==> src/rtl/mc_ctrl_fsm.sv <==
// Multi-cycle MIPS control sequencer: IF/ID/EX/MEM/WB plus branch and jump states,
// with im/dm ready handshakes and a retired-instruction counter.
package mc_ctrl_pkg;
   // Opcodes; JALR_JR is the pseudo-op the instruction register presents for JR/JALR
   localparam logic [5:0] OP_R         = 6'b000000;
   localparam logic [5:0] OP_BLTZ_BGEZ = 6'b000001;
   localparam logic [5:0] OP_J         = 6'b000010;
   localparam logic [5:0] OP_JAL       = 6'b000011;
   localparam logic [5:0] OP_BEQ       = 6'b000100;
   localparam logic [5:0] OP_BNE       = 6'b000101;
   localparam logic [5:0] OP_BLEZ      = 6'b000110;
   localparam logic [5:0] OP_BGTZ      = 6'b000111;
   localparam logic [5:0] OP_ADDI      = 6'b001000;
   localparam logic [5:0] OP_ADDIU     = 6'b001001;
   localparam logic [5:0] OP_SLTI      = 6'b001010;
   localparam logic [5:0] OP_SLTIU     = 6'b001011;
   localparam logic [5:0] OP_ANDI      = 6'b001100;
   localparam logic [5:0] OP_ORI       = 6'b001101;
   localparam logic [5:0] OP_XORI      = 6'b001110;
   localparam logic [5:0] OP_LUI       = 6'b001111;
   localparam logic [5:0] OP_JALR_JR   = 6'b010011;
   localparam logic [5:0] OP_LB        = 6'b100000;
   localparam logic [5:0] OP_LH        = 6'b100001;
   localparam logic [5:0] OP_LW        = 6'b100011;
   localparam logic [5:0] OP_LBU       = 6'b100100;
   localparam logic [5:0] OP_LHU       = 6'b100101;
   localparam logic [5:0] OP_SB        = 6'b101000;
   localparam logic [5:0] OP_SH        = 6'b101001;
   localparam logic [5:0] OP_SW        = 6'b101011;

   localparam logic [5:0] F_JR   = 6'b001000;
   localparam logic [5:0] F_JALR = 6'b001001;

   localparam logic [1:0] RD_RT = 2'd0, RD_RD = 2'd1, RD_RA = 2'd2;
   localparam logic [1:0] ALU2REG = 2'd0, DM2REG = 2'd1, NPC2REG = 2'd2;

   localparam logic [3:0] NPC_PLUS4 = 4'd0, NPC_BRANCH_BEQ = 4'd1, NPC_BRANCH_BNE = 4'd2,
                          NPC_BRANCH_BGTZ = 4'd3, NPC_BRANCH_BLEZ = 4'd4,
                          NPC_BRANCH_BLTZ = 4'd5, NPC_BRANCH_BGEZ = 4'd6,
                          NPC_JUMP = 4'd7, NPC_JUMPR = 4'd8;

   localparam logic [4:0] ALU_NOP = 5'd0, ALU_R = 5'd1, ALU_ADD = 5'd2, ALU_ADDU = 5'd3,
                          ALU_SUB = 5'd4, ALU_AND = 5'd5, ALU_OR = 5'd6, ALU_XOR = 5'd7,
                          ALU_LUI = 5'd8, ALU_SLT = 5'd9, ALU_SLTU = 5'd10, ALU_SUBZ = 5'd11;

   localparam logic [1:0] DMWR_NOP = 2'd0, DMWR_SB = 2'd1, DMWR_SH = 2'd2, DMWR_SW = 2'd3;
   localparam logic [2:0] DMRE_NOP = 3'd0, DMRE_LB = 3'd1, DMRE_LBU = 3'd2, DMRE_LH = 3'd3,
                          DMRE_LHU = 3'd4, DMRE_LW = 3'd5;

   typedef enum logic [2:0] {
      S_IF = 3'd0, S_ID = 3'd1, S_EX = 3'd2, S_MEM = 3'd3,
      S_WB = 3'd4, S_BR = 3'd5, S_JMP = 3'd6
   } state_t;

   typedef struct packed {
      logic       im_req;
      logic       pcwr;
      logic       pcwr_cond;
      logic       rfwr;
      logic       alusrc;
      logic       dm_req;
      logic       done;
      logic [1:0] regdst;
      logic [1:0] toreg;
      logic [1:0] dmwr;
      logic [3:0] npcop;
      logic [4:0] aluop;
      logic [2:0] dmre;
   } ctl_t;
endpackage

module mc_ctrl_fsm
   import mc_ctrl_pkg::*;
#(
   parameter int INSTRET_W = 32
) (
   input  logic                 clk,
   input  logic                 rst,
   input  logic [5:0]           op,
   input  logic [5:0]           funct,
   input  logic [4:0]           bgez_bltz,
   input  logic                 im_ready,
   input  logic                 dm_ready,
   output logic                 im_req,
   output logic                 IRWr,
   output logic                 PCWr,
   output logic                 PCWrCond,
   output logic [1:0]           RegDst,
   output logic [1:0]           ToReg,
   output logic                 ALUSrc,
   output logic                 RFWr,
   output logic [3:0]           NPCOp,
   output logic [4:0]           ALUOp,
   output logic                 dm_req,
   output logic [1:0]           DMWr,
   output logic [2:0]           DMRe,
   output logic [2:0]           state,
   output logic                 instr_done,
   output logic                 illegal,
   output logic [INSTRET_W-1:0] instret
);

   function automatic logic is_load(input logic [5:0] o);
      return o inside {OP_LB, OP_LBU, OP_LH, OP_LHU, OP_LW};
   endfunction

   function automatic logic is_store(input logic [5:0] o);
      return o inside {OP_SB, OP_SH, OP_SW};
   endfunction

   function automatic logic is_imm(input logic [5:0] o);
      return o inside {OP_ADDI, OP_ADDIU, OP_SLTI, OP_SLTIU, OP_ANDI, OP_ORI, OP_XORI, OP_LUI};
   endfunction

   function automatic logic is_branch(input logic [5:0] o);
      return o inside {OP_BEQ, OP_BNE, OP_BGTZ, OP_BLEZ, OP_BLTZ_BGEZ};
   endfunction

   function automatic logic is_jump(input logic [5:0] o);
      return o inside {OP_J, OP_JAL, OP_JALR_JR};
   endfunction

   function automatic state_t next_of(input state_t s, input logic [5:0] o,
                                      input logic imr, input logic dmr);
      case (s)
         S_IF:  return imr ? S_ID : S_IF;
         S_ID: begin
            if (o == OP_R || is_imm(o) || is_load(o) || is_store(o)) return S_EX;
            else if (is_branch(o))                                    return S_BR;
            else if (is_jump(o))                                      return S_JMP;
            else                                                      return S_IF;
         end
         S_EX:  return (is_load(o) || is_store(o)) ? S_MEM : S_WB;
         S_MEM: return !dmr ? S_MEM : (is_load(o) ? S_WB : S_IF);
         default: return S_IF;
      endcase
   endfunction

   function automatic logic [2:0] dmre_of(input logic [5:0] o);
      case (o)
         OP_LB:   return DMRE_LB;
         OP_LBU:  return DMRE_LBU;
         OP_LH:   return DMRE_LH;
         OP_LHU:  return DMRE_LHU;
         OP_LW:   return DMRE_LW;
         default: return DMRE_NOP;
      endcase
   endfunction

   function automatic logic [1:0] dmwr_of(input logic [5:0] o);
      case (o)
         OP_SB:   return DMWR_SB;
         OP_SH:   return DMWR_SH;
         OP_SW:   return DMWR_SW;
         default: return DMWR_NOP;
      endcase
   endfunction

   function automatic logic [4:0] aluop_ex(input logic [5:0] o);
      case (o)
         OP_R:     return ALU_R;
         OP_ADDIU: return ALU_ADDU;
         OP_ANDI:  return ALU_AND;
         OP_ORI:   return ALU_OR;
         OP_XORI:  return ALU_XOR;
         OP_LUI:   return ALU_LUI;
         OP_SLTI:  return ALU_SLT;
         OP_SLTIU: return ALU_SLTU;
         default:  return ALU_ADD;
      endcase
   endfunction

   function automatic logic [3:0] npc_br(input logic [5:0] o, input logic [4:0] bz);
      case (o)
         OP_BEQ:  return NPC_BRANCH_BEQ;
         OP_BNE:  return NPC_BRANCH_BNE;
         OP_BGTZ: return NPC_BRANCH_BGTZ;
         OP_BLEZ: return NPC_BRANCH_BLEZ;
         default: return (bz == 5'b00000) ? NPC_BRANCH_BLTZ : NPC_BRANCH_BGEZ;
      endcase
   endfunction

   // Control word for the state about to be entered, so every output comes straight off a flop
   function automatic ctl_t decode(input state_t s, input logic [5:0] o,
                                   input logic [5:0] f, input logic [4:0] bz);
      ctl_t c;
      c        = '0;
      c.regdst = RD_RT;
      c.toreg  = ALU2REG;
      c.npcop  = NPC_PLUS4;
      c.aluop  = ALU_NOP;
      c.dmwr   = DMWR_NOP;
      c.dmre   = DMRE_NOP;
      case (s)
         S_IF: c.im_req = 1'b1;
         S_EX: begin
            c.alusrc = (o != OP_R);
            c.aluop  = aluop_ex(o);
         end
         S_MEM: begin
            c.dm_req = 1'b1;
            c.alusrc = 1'b1;
            c.aluop  = ALU_ADD;
            c.dmre   = dmre_of(o);
            c.dmwr   = dmwr_of(o);
         end
         S_WB: begin
            c.rfwr = 1'b1;
            c.done = 1'b1;
            if (o == OP_R) c.regdst = RD_RD;
            if (is_load(o)) begin
               c.toreg = DM2REG;
               c.dmre  = dmre_of(o);
            end
         end
         S_BR: begin
            c.pcwr_cond = 1'b1;
            c.done      = 1'b1;
            c.aluop     = (o == OP_BEQ || o == OP_BNE) ? ALU_SUB : ALU_SUBZ;
            c.npcop     = npc_br(o, bz);
         end
         S_JMP: begin
            c.pcwr  = 1'b1;
            c.done  = 1'b1;
            c.npcop = (o == OP_JALR_JR) ? NPC_JUMPR : NPC_JUMP;
            if (o == OP_JAL) begin
               c.rfwr   = 1'b1;
               c.regdst = RD_RA;
               c.toreg  = NPC2REG;
            end else if (o == OP_JALR_JR && f == F_JALR) begin
               c.rfwr   = 1'b1;
               c.regdst = RD_RD;
               c.toreg  = NPC2REG;
            end
         end
         default: ;
      endcase
      return c;
   endfunction

   state_t cur, nxt;
   ctl_t   ctl;
   logic   fetch_hit;

   assign nxt       = next_of(cur, op, im_ready, dm_ready);
   assign fetch_hit = !rst && cur == S_IF && im_ready;

   always_ff @(posedge clk or posedge rst) begin
      if (rst) begin
         cur     <= S_IF;
         ctl     <= decode(S_IF, 6'd0, 6'd0, 5'd0);
         instret <= '0;
      end else begin
         cur <= nxt;
         ctl <= decode(nxt, op, funct, bgez_bltz);
         if (instr_done) instret <= instret + INSTRET_W'(1);
      end
   end

   // Only the ready-qualified strobes and the S_ID illegal flag are combinational
   assign IRWr       = fetch_hit;
   assign PCWr       = ctl.pcwr | fetch_hit;
   assign instr_done = ctl.done | (!rst && cur == S_MEM && is_store(op) && dm_ready);
   assign illegal    = !rst && cur == S_ID && !(op == OP_R || is_imm(op) || is_load(op) ||
                                               is_store(op) || is_branch(op) || is_jump(op));

   assign im_req   = ctl.im_req;
   assign PCWrCond = ctl.pcwr_cond;
   assign RegDst   = ctl.regdst;
   assign ToReg    = ctl.toreg;
   assign ALUSrc   = ctl.alusrc;
   assign RFWr     = ctl.rfwr;
   assign NPCOp    = ctl.npcop;
   assign ALUOp    = ctl.aluop;
   assign dm_req   = ctl.dm_req;
   assign DMWr     = ctl.dmwr;
   assign DMRe     = ctl.dmre;
   assign state    = cur;

endmodule

==> config.mk <==
export PLATFORM = sky130hd
export DESIGN_NAME = mc_ctrl_fsm
export DESIGN_NICKNAME = d
export VERILOG_FILES = /design/src/rtl/mc_ctrl_fsm.sv
export SDC_FILE = /design/constraint.sdc
export NUM_CORES = 1
export LEC_CHECK = 0
export ABC_AREA = 1
export BUFFER_PORTS_ARGS = -buffer_cell sky130_fd_sc_hd__buf_2
export CAP_MARGIN = 15
export CORE_ASPECT_RATIO = 0.8
export CORE_UTILIZATION = 33
export DETAILED_ROUTE_END_ITERATION = 8
export PLACE_DENSITY = 0.61
export SLEW_MARGIN = 20
export SYNTH_ARGS = -nofsm -noshare
export SYNTH_HDL_FRONTEND = slang
export SYNTH_SLANG_ARGS = --single-unit
==> constraint.sdc <==
create_clock -name clk -period 2.5 [get_ports clk]
set_input_delay 0.375 -clock clk [delete_from_list [all_inputs] [get_ports clk]]
set_output_delay 0.375 -clock clk [all_outputs]
set_load 0.1 [all_outputs]
[Word-level counts from Yosys, hierarchy flattened]
Memory sizes are Yosys's and may differ from the RTL's.
Index checks and enable logic that the tools add are counted.
Storage, ports and cells
  memories: 1
  memory bits (read-only): 64
  register bits after elaboration: 60
  output and inout bits: 62
Memories
  (no name shown): words 16, width 4, rd ports 1, clocked after Yosys merged registers in 0, wr ports 0, RTL line 160  | case (o)
Cells by class
  $add $sub $neg: 1
  bitwise logic cells: 2
  reduce and logical (&&, ||, !) cells: 29
  mux-type cells: 34
  equality and inequality tests: 33
Operators with widths (count)
  == test 6 x 4 -> 1 bit, second input constant: 9
  == test 6 bit, second input constant: 8
  adder 32 x 1 -> 32 bit, second input constant: 1
  == test 6 x 3 -> 1 bit, second input constant: 4
  2-to-1 mux 3 bit: 8
  one-hot mux 3 bit (4 select lines): 2
  one-hot mux 4 bit (2 select lines): 2
  one-hot mux 3 bit (5 select lines): 1
  one-hot mux 5 bit (3 select lines): 1
  == test 3 x 2 -> 1 bit, second input constant: 4
  == test 6 x 2 -> 1 bit, second input constant: 2
  2-to-1 mux 4 bit: 3
  2-to-1 mux 1 bit: 10
  nonzero test 5 bit: 2
  == test 3 bit, second input constant: 3
  logical AND 1 bit: 8
  nonzero test 8 bit: 1
  logical OR 1 bit: 7
  == test 6 x 1 -> 1 bit, second input constant: 1
  == test 6 x 5 -> 1 bit, second input constant: 1
  logical NOT 3 bit: 2
  logical NOT 6 bit: 1
  one-hot mux 2 bit (3 select lines): 1
  one-hot mux 3 bit (2 select lines): 1
  other kinds (11): 16

[Depth between registers and ports, before layout]
Gate-level depths: netlist of run 1.
  word-level depth: 10
  depth in mapped cells: 15
  depth with buffers taken out: 15

[Worst setup path after synthesis of run 1]
OpenSTA, ideal clock, no wires.
  kind: register to output
  start point: register cur[0], in the netlist state[0]
  end point: output port illegal
  arrival: 3627 ps
  path slack: -1502 ps
  stages on the path, launching flop included: 5
  cells stage by stage: dfrtp_1 > nand3_1 > inv_1 > nand3_1 > nor3_1
On the way
  longest elaborated chain between the ends: 3
RTL lines
  from (decl): RTL line 241  | state_t cur, nxt;
  from (signal assigned): RTL line 254  | cur <= nxt;
  == test 3 x 1 -> 1 bit: RTL line 264  | assign illegal = !rst && cur == S_ID && !(op == OP_R || is_imm(op) || is_load(op) ||
  logical AND 1 bit (2 in a row): RTL line 264
  to (decl): RTL line 99  | output logic illegal,
Every way passes these cells.

[Worst setup path after layout of run 1]
  start point: input port op[0]
  end point: output port illegal
On the way
  longest elaborated chain between the ends: 9
RTL lines
  from (decl): RTL line 79  | input logic [5:0] op,
  == test 6 x 4 -> 1 bit: RTL line 112  | return o inside {OP_ADDI, OP_ADDIU, OP_SLTI, OP_SLTIU, OP_ANDI, OP_ORI, OP_XORI, OP_LUI};
  nonzero test 8 bit: RTL line 112
  logical OR 1 bit (3 in a row): RTL line 264
  logical OR 1 bit: RTL line 265  | is_store(op) || is_branch(op) || is_jump(op));
  logical OR 1 bit *: RTL line 265
  logical NOT 1 bit *: RTL line 264
  logical AND 1 bit *: RTL line 264
Every way passes the cells marked *; elsewhere a longest branch is shown, timed or not.

==> metrics.cfg, run 1 <==
[timing]
setup-tns-final_ns=0
finalHoldViolCount=0
skew_ns=0.00522
hold_slack_ns=0.400
slew_headroom_pct=48.6
rsz0062_at_grt=no
worst_pin_slew_ns=0.771
setup_violations=0
fmax_ghz=0.424
drv_slew=0
setup_ws_ns=0.144
period_share_pct=94.2
period_minus_slack_ns=2.36

[clock_tree]
cts_buffer_depth=2
clock-sinks=59
cts_tree=built
cts_max_level=3
postCtsSetupRepairBufs=0
clockRootBuffer=clkbuf_16
clk_latency_ns=0.33
cts_hold_buffers=0
cts_buffers=9
clkTransAtPathRegs_ns=0.05

[critical_path]
worstPathMaxFanout=6
r2r_setup_slack_ns=0.42
cp.depth=11
max_stage_delay_ns=0.29
crit_chain=buf_2 > inv_1 > ha_1 > inv_2 > nand3_1 > inv_1 > nor2_2 > nor2_1 > nand3_1 > nor3_4 > buf_12
r2r_end=instret[16]
r2r-start=instret[0]
critical-path-slowest-cell=ha_1
endpoint_kind=primary output
critPathKind=input port to primary output
r2r_cells=7
cp.required_ns=2.12
worst-path-buf-inv=5
setup.worst_path.start_class=input port
crit_family=simple AND/OR/NAND/NOR gates
critPathArrivalTime_ns=1.98

[grt]
grt_pass1_vias=3159
grt-busiest-layer=met1
grtUsageTotal_pct=19.4
grt_util_met1_pct=30.4
grt_pass1_wl_mm=16.7
grt_overflow=0
grtUsageMet2_pct=25.7
use_met3_pct=4.25
grt_max_degree=60
antenna_found_initial=0

[power_and_ir_drop]
p_sw_share_pct=41.9
combPwrFrac_pct=33.2
p_leak_nw=2.35
p_int_w=0.00205
ir_drop_mv=0.924
p_clk_share_pct=35.1
p_switching_w=0.00148
p_seq_share_pct=31.7
power_density_nw_per_um2=795

[place]
port_buffers=81
pre_cts_ws_ns=0.107
dp_hpwl_mm=8.05
routabilityCongestion=0.922
place_area_sq_um=4140

[worst_hold_path]
min_path_type=input port to asynchronous set/reset pin

[route]
drc=0
avgViaCountPerCell=4.81
antenna_left=0
drtIter0Drc=313
dr.pass1.iters=5
wire_per_inst_um=14.5
vias=3431
wl_mm=10.3

[synthesis]
synth_cell_types=33
async_reset_ff_share_pct=100
synthTopCellsByArea=dfrtp_1, nand2_1, inv_1
synth_most_common_cell=nand2_1
yosys.area.top_type=dfrtp_1
synth_nets=516
yosysWarnings=0
synth_common_cells=nand2_1, inv_1, dfrtp_1
ys_ff_latch=59
ys.flop_type=dfrtp_1
avgSynthCellArea_sq_um=7.36
yosysSeqAreaShare_pct=41.0
yosysTopAreaCellShare_pct=40.3
syn_area_sq_um=3600
synthCells=489
synth_edf_count=0

[run_status]
status=finished clean

[floorplanning]
core-area_sq_um=10400
boundaryPins=83
die_h_um=95.4
die-area_sq_um=11300
initial_core_util_pct=34.5
rows=33
dieWidth_um=119

[layout]
syn2layout_area_growth_pct=23.2
drive_above_1_share_pct=22.3
nNetsFinal=595
finalInstanceArea_sq_um=4430
fillers=1077
antenna_cells=0

[run]
drv_cap=0

[repair_timing]
action | CTS | global route
endpoints found under the setup margin | 0 | 1
endpoints found under the hold margin | 0 | 0
resized for setup | 0 | 1
[sequential cells by signal, indices dropped and copies added (netlist names)]
register and cells:
im_req 1, ctl 2, instret 32, DMWr 2, RegDst 2, ALUOp 4, dm_req 1, RFWr 1
PCWrCond 1, state 3, NPCOp 4, DMRe 3, ToReg 2, ALUSrc 1
[stage by stage]
step                      util, %  power (W)  instances
final                        42.4    0.00352        713
after detailed placement     39.7    0.00230        697
after CTS                    42.4    0.00355        713
after global routing         42.4    0.00367        713
after floorplan                 -    0.00206        489
after global placement       39.7    0.00229        697
[cells by family after synthesis]
logic type / share of synthesized area [%]
buf+inv: 11.5
compound gates: 5.42
other cells: 0.104
fa+ha+maj: 2.09
simple gates: 34.4
xor+xnor: 5.35
flops: 41.0
[placed cells by master (no fill, tap or decap), types with 6 or more instances in the layout]
cell | synthesis | routed
nand2_1 | 141 | 141
inv_1 | 62 | 60
buf_4 | 22 | 11
buf_2 | 2 | 79
nor3_1 | 26 | 25
dfrtp_1 | 58 | 55
xnor2_1 | 8 | 8
clkbuf_16 | 0 | 9
xor2_1 | 14 | 14
nor2_1 | 44 | 43
ha_1 | 6 | 6
nand4_1 | 11 | 11
o21ai_0 | 16 | 16
nand3_1 | 37 | 37
[worst max-delay path by stage]
| stage | start | endpoint |
|---|---|---|
| final | op[0] | illegal |
| after global routing | op[0] | illegal |
| after CTS | op[0] | illegal |
| after detailed placement | op[0] | illegal |
| after global placement | op[0] | illegal |
| after floorplan | state[0] | illegal |
[tightest hold or removal path: cells and delay by family]
kind / cells / cell delay (ns)
buffers and inverters: 3 / 0.84
[power by group through the flow]
stage | logic [W] | registers, W | clock network, W
5_1_grt | 0.00124 | 0.00113 | 0.00130
4_1_cts | 0.00117 | 0.00112 | 0.00126
6_report | 0.00117 | 0.00112 | 0.00124
3_5_place_dp | 0.00117 | 0.00114 | 0
3_3_place_gp | 0.00116 | 0.00113 | 0
2_1_floorplan | 0.000441 | 0.00162 | 0
[cell type report]
class                      count  area, sq um  share of cell area, %
multi-input combinational    342         1730                   38.9
sequential                    59         1480                   33.4
timing repair buffer          92          518                   11.7
clock buffer                  13          250                   5.64
inverter                      64          244                   5.50
tap                          140          175                   3.95
clock inverter                 3         40.0                  0.903
[per-layer routing]
metal / vias up / part of all wire, %
li1: 1700 / -
met1: 1585 / 53
met2: 135 / 39
met3: 11 / 7.3
met4: 0 / 1.5
met5: - / 0
(Power assumes the default switching activity.)
==> run 2: changes to the inputs <==
--- a/config.mk
+++ b/config.mk
@@ -9,6 +9,7 @@
 export BUFFER_PORTS_ARGS = -buffer_cell sky130_fd_sc_hd__buf_2
 export CAP_MARGIN = 15
 export CORE_ASPECT_RATIO = 0.8
+export CORE_MARGIN = 10
 export CORE_UTILIZATION = 33
 export DETAILED_ROUTE_END_ITERATION = 8
 export PLACE_DENSITY = 0.61
==> run 2 against run 1 <==
Combinational power barely moved; flip-flop and latch count did not move; wire length rose by 3.7%; first-iteration DRC count fell by 22%; critical path depth did not move; register-to-register slack improved by 0.04 ns; setup slack got worse by 0.00088 ns; die area rose by 37%; hold slack got worse by 0.028 ns; core utilization fell by 0.82 points; critical path type unchanged; critical endpoint unchanged; largest power group unchanged; highest routed layer unchanged.
==> metrics.cfg, run 2 (synthesis results as in run 1) <==
[grt]
grt_overflow=0
grt_pass1_vias=3276
grt_pass1_wl_mm=17.3
grtUsageTotal_pct=13.9
antenna_found_initial=0
grt_max_degree=60

[worst_hold_path]
min_path_type=input port to asynchronous set/reset pin

[floorplanning]
dieWidth_um=137
boundaryPins=83
core-area_sq_um=10800
die_h_um=113
die-area_sq_um=15500
initial_core_util_pct=33.4
rows=34

[timing]
rsz0062_at_grt=no
worst_pin_slew_ns=0.765
drv_slew=0
slew_headroom_pct=49.0
finalHoldViolCount=0
setup_ws_ns=0.143
setup-tns-final_ns=0
skew_ns=0.00394
hold_slack_ns=0.372
period_share_pct=94.3
setup_violations=0
period_minus_slack_ns=2.36
fmax_ghz=0.424

[critical_path]
r2r_cells=7
critPathArrivalTime_ns=1.98
critPathKind=input port to primary output
crit_chain=buf_2 > inv_1 > ha_1 > inv_1 > nand2_1 > nand3_1 > nand2_1 > nor2_1 > nand3_1 > nor3_4 > buf_12
endpoint_kind=primary output
r2r_end=instret[16]
worst-path-buf-inv=4
r2r_setup_slack_ns=0.46
max_stage_delay_ns=0.27
crit_family=simple AND/OR/NAND/NOR gates
cp.depth=11
critical-path-slowest-cell=ha_1
setup.worst_path.start_class=input port
startpoint=op[0]
worstPathMaxFanout=6
r2r-start=instret[0]
crit_end=illegal
cp.required_ns=2.12

[route]
drtIter0Drc=244
vias=3387
dr.pass1.iters=6
wl_mm=10.7
drc=0
antenna_left=0
wire_per_inst_um=15.0
avgViaCountPerCell=4.74

[layout]
drive_above_1_share_pct=22.3
largest_register_ff_count=32
largest-register=instret
fillers=1111
finalNonFillerCells=714
final_cell_mix=nand2_1, buf_2, inv_1, dfrtp_1, nor2_1
antenna_cells=0
fin_util_pct=41.6
nNetsFinal=592
layout_commonest_cell=nand2_1
syn2layout_area_growth_pct=24.5

[run_status]
status=finished clean

[power_and_ir_drop]
p_leak_nw=2.36
power_density_nw_per_um2=824
ir_drop_mv=0.605

[clock_tree]
clkTransAtPathRegs_ns=0.05
cts_buffers=9
cts_hold_buffers=0
cts_tree=built
cts_buffer_depth=2
clk_latency_ns=0.32
cts_resized=0
postCtsSetupRepairBufs=0
clockRootBuffer=clkbuf_16
cts_max_level=3
clock-sinks=59

[place]
dp_hpwl_mm=8.44
pre_cts_ws_ns=0.169
port_buffers=81
routabilityCongestion=0.903
dp_cells=698

[run]
drv_cap=0

-- run 2: through the flow --
stage               instance area [sq um]  total power, W
finish                               4480         0.00369
detailed placement                   4140         0.00230
global placement                     4140         0.00229
CTS                                  4480         0.00374
floorplan                            3630         0.00206
global route                         4480         0.00386
-- run 2: layout make-up --
cell class	instances	area [sq um]	share of cell area, %
inverters	64	244	5.45
repair buffers	89	508	11.3
clock inverters	7	116	2.60
flip-flops and latches	59	1480	33.1
well taps	144	180	4.02
clock buffers	9	225	5.03
multi-input cells	342	1730	38.5
-- run 2: report_power, final --
| group | internal, W | switching [W] |
|---|---|---|
| Sequential | 0.00104 | 0.0000777 |
| Clock | 0.000970 | 0.000441 |
| Combinational | 0.000206 | 0.000959 |
| Total | 0.00222 | 0.00148 |
-- run 2: worst min path at each step --
stage	startpoint	endpoint	cells after the start
floorplan	rst	ALUOp[0]	1
global placement	instret[31]	instret[31]	2
detailed placement	instret[31]	instret[31]	2
CTS	dm_ready	ToReg[0]	3
global route	dm_ready	ToReg[0]	3
finish	rst	instret[26]	3
-- run 2: per-layer routing --
metal / global-route usage [%] / wire [um]
met5: 0 / 0
met1: 20.2 / 5240
met3: 3.91 / 835
met4: 3.58 / 105
met2: 19.5 / 4540
-- run 2: tightest hold or removal path: cells and delay by family --
kind                   cells  cell delay [ns]
buffers and inverters      3             0.82
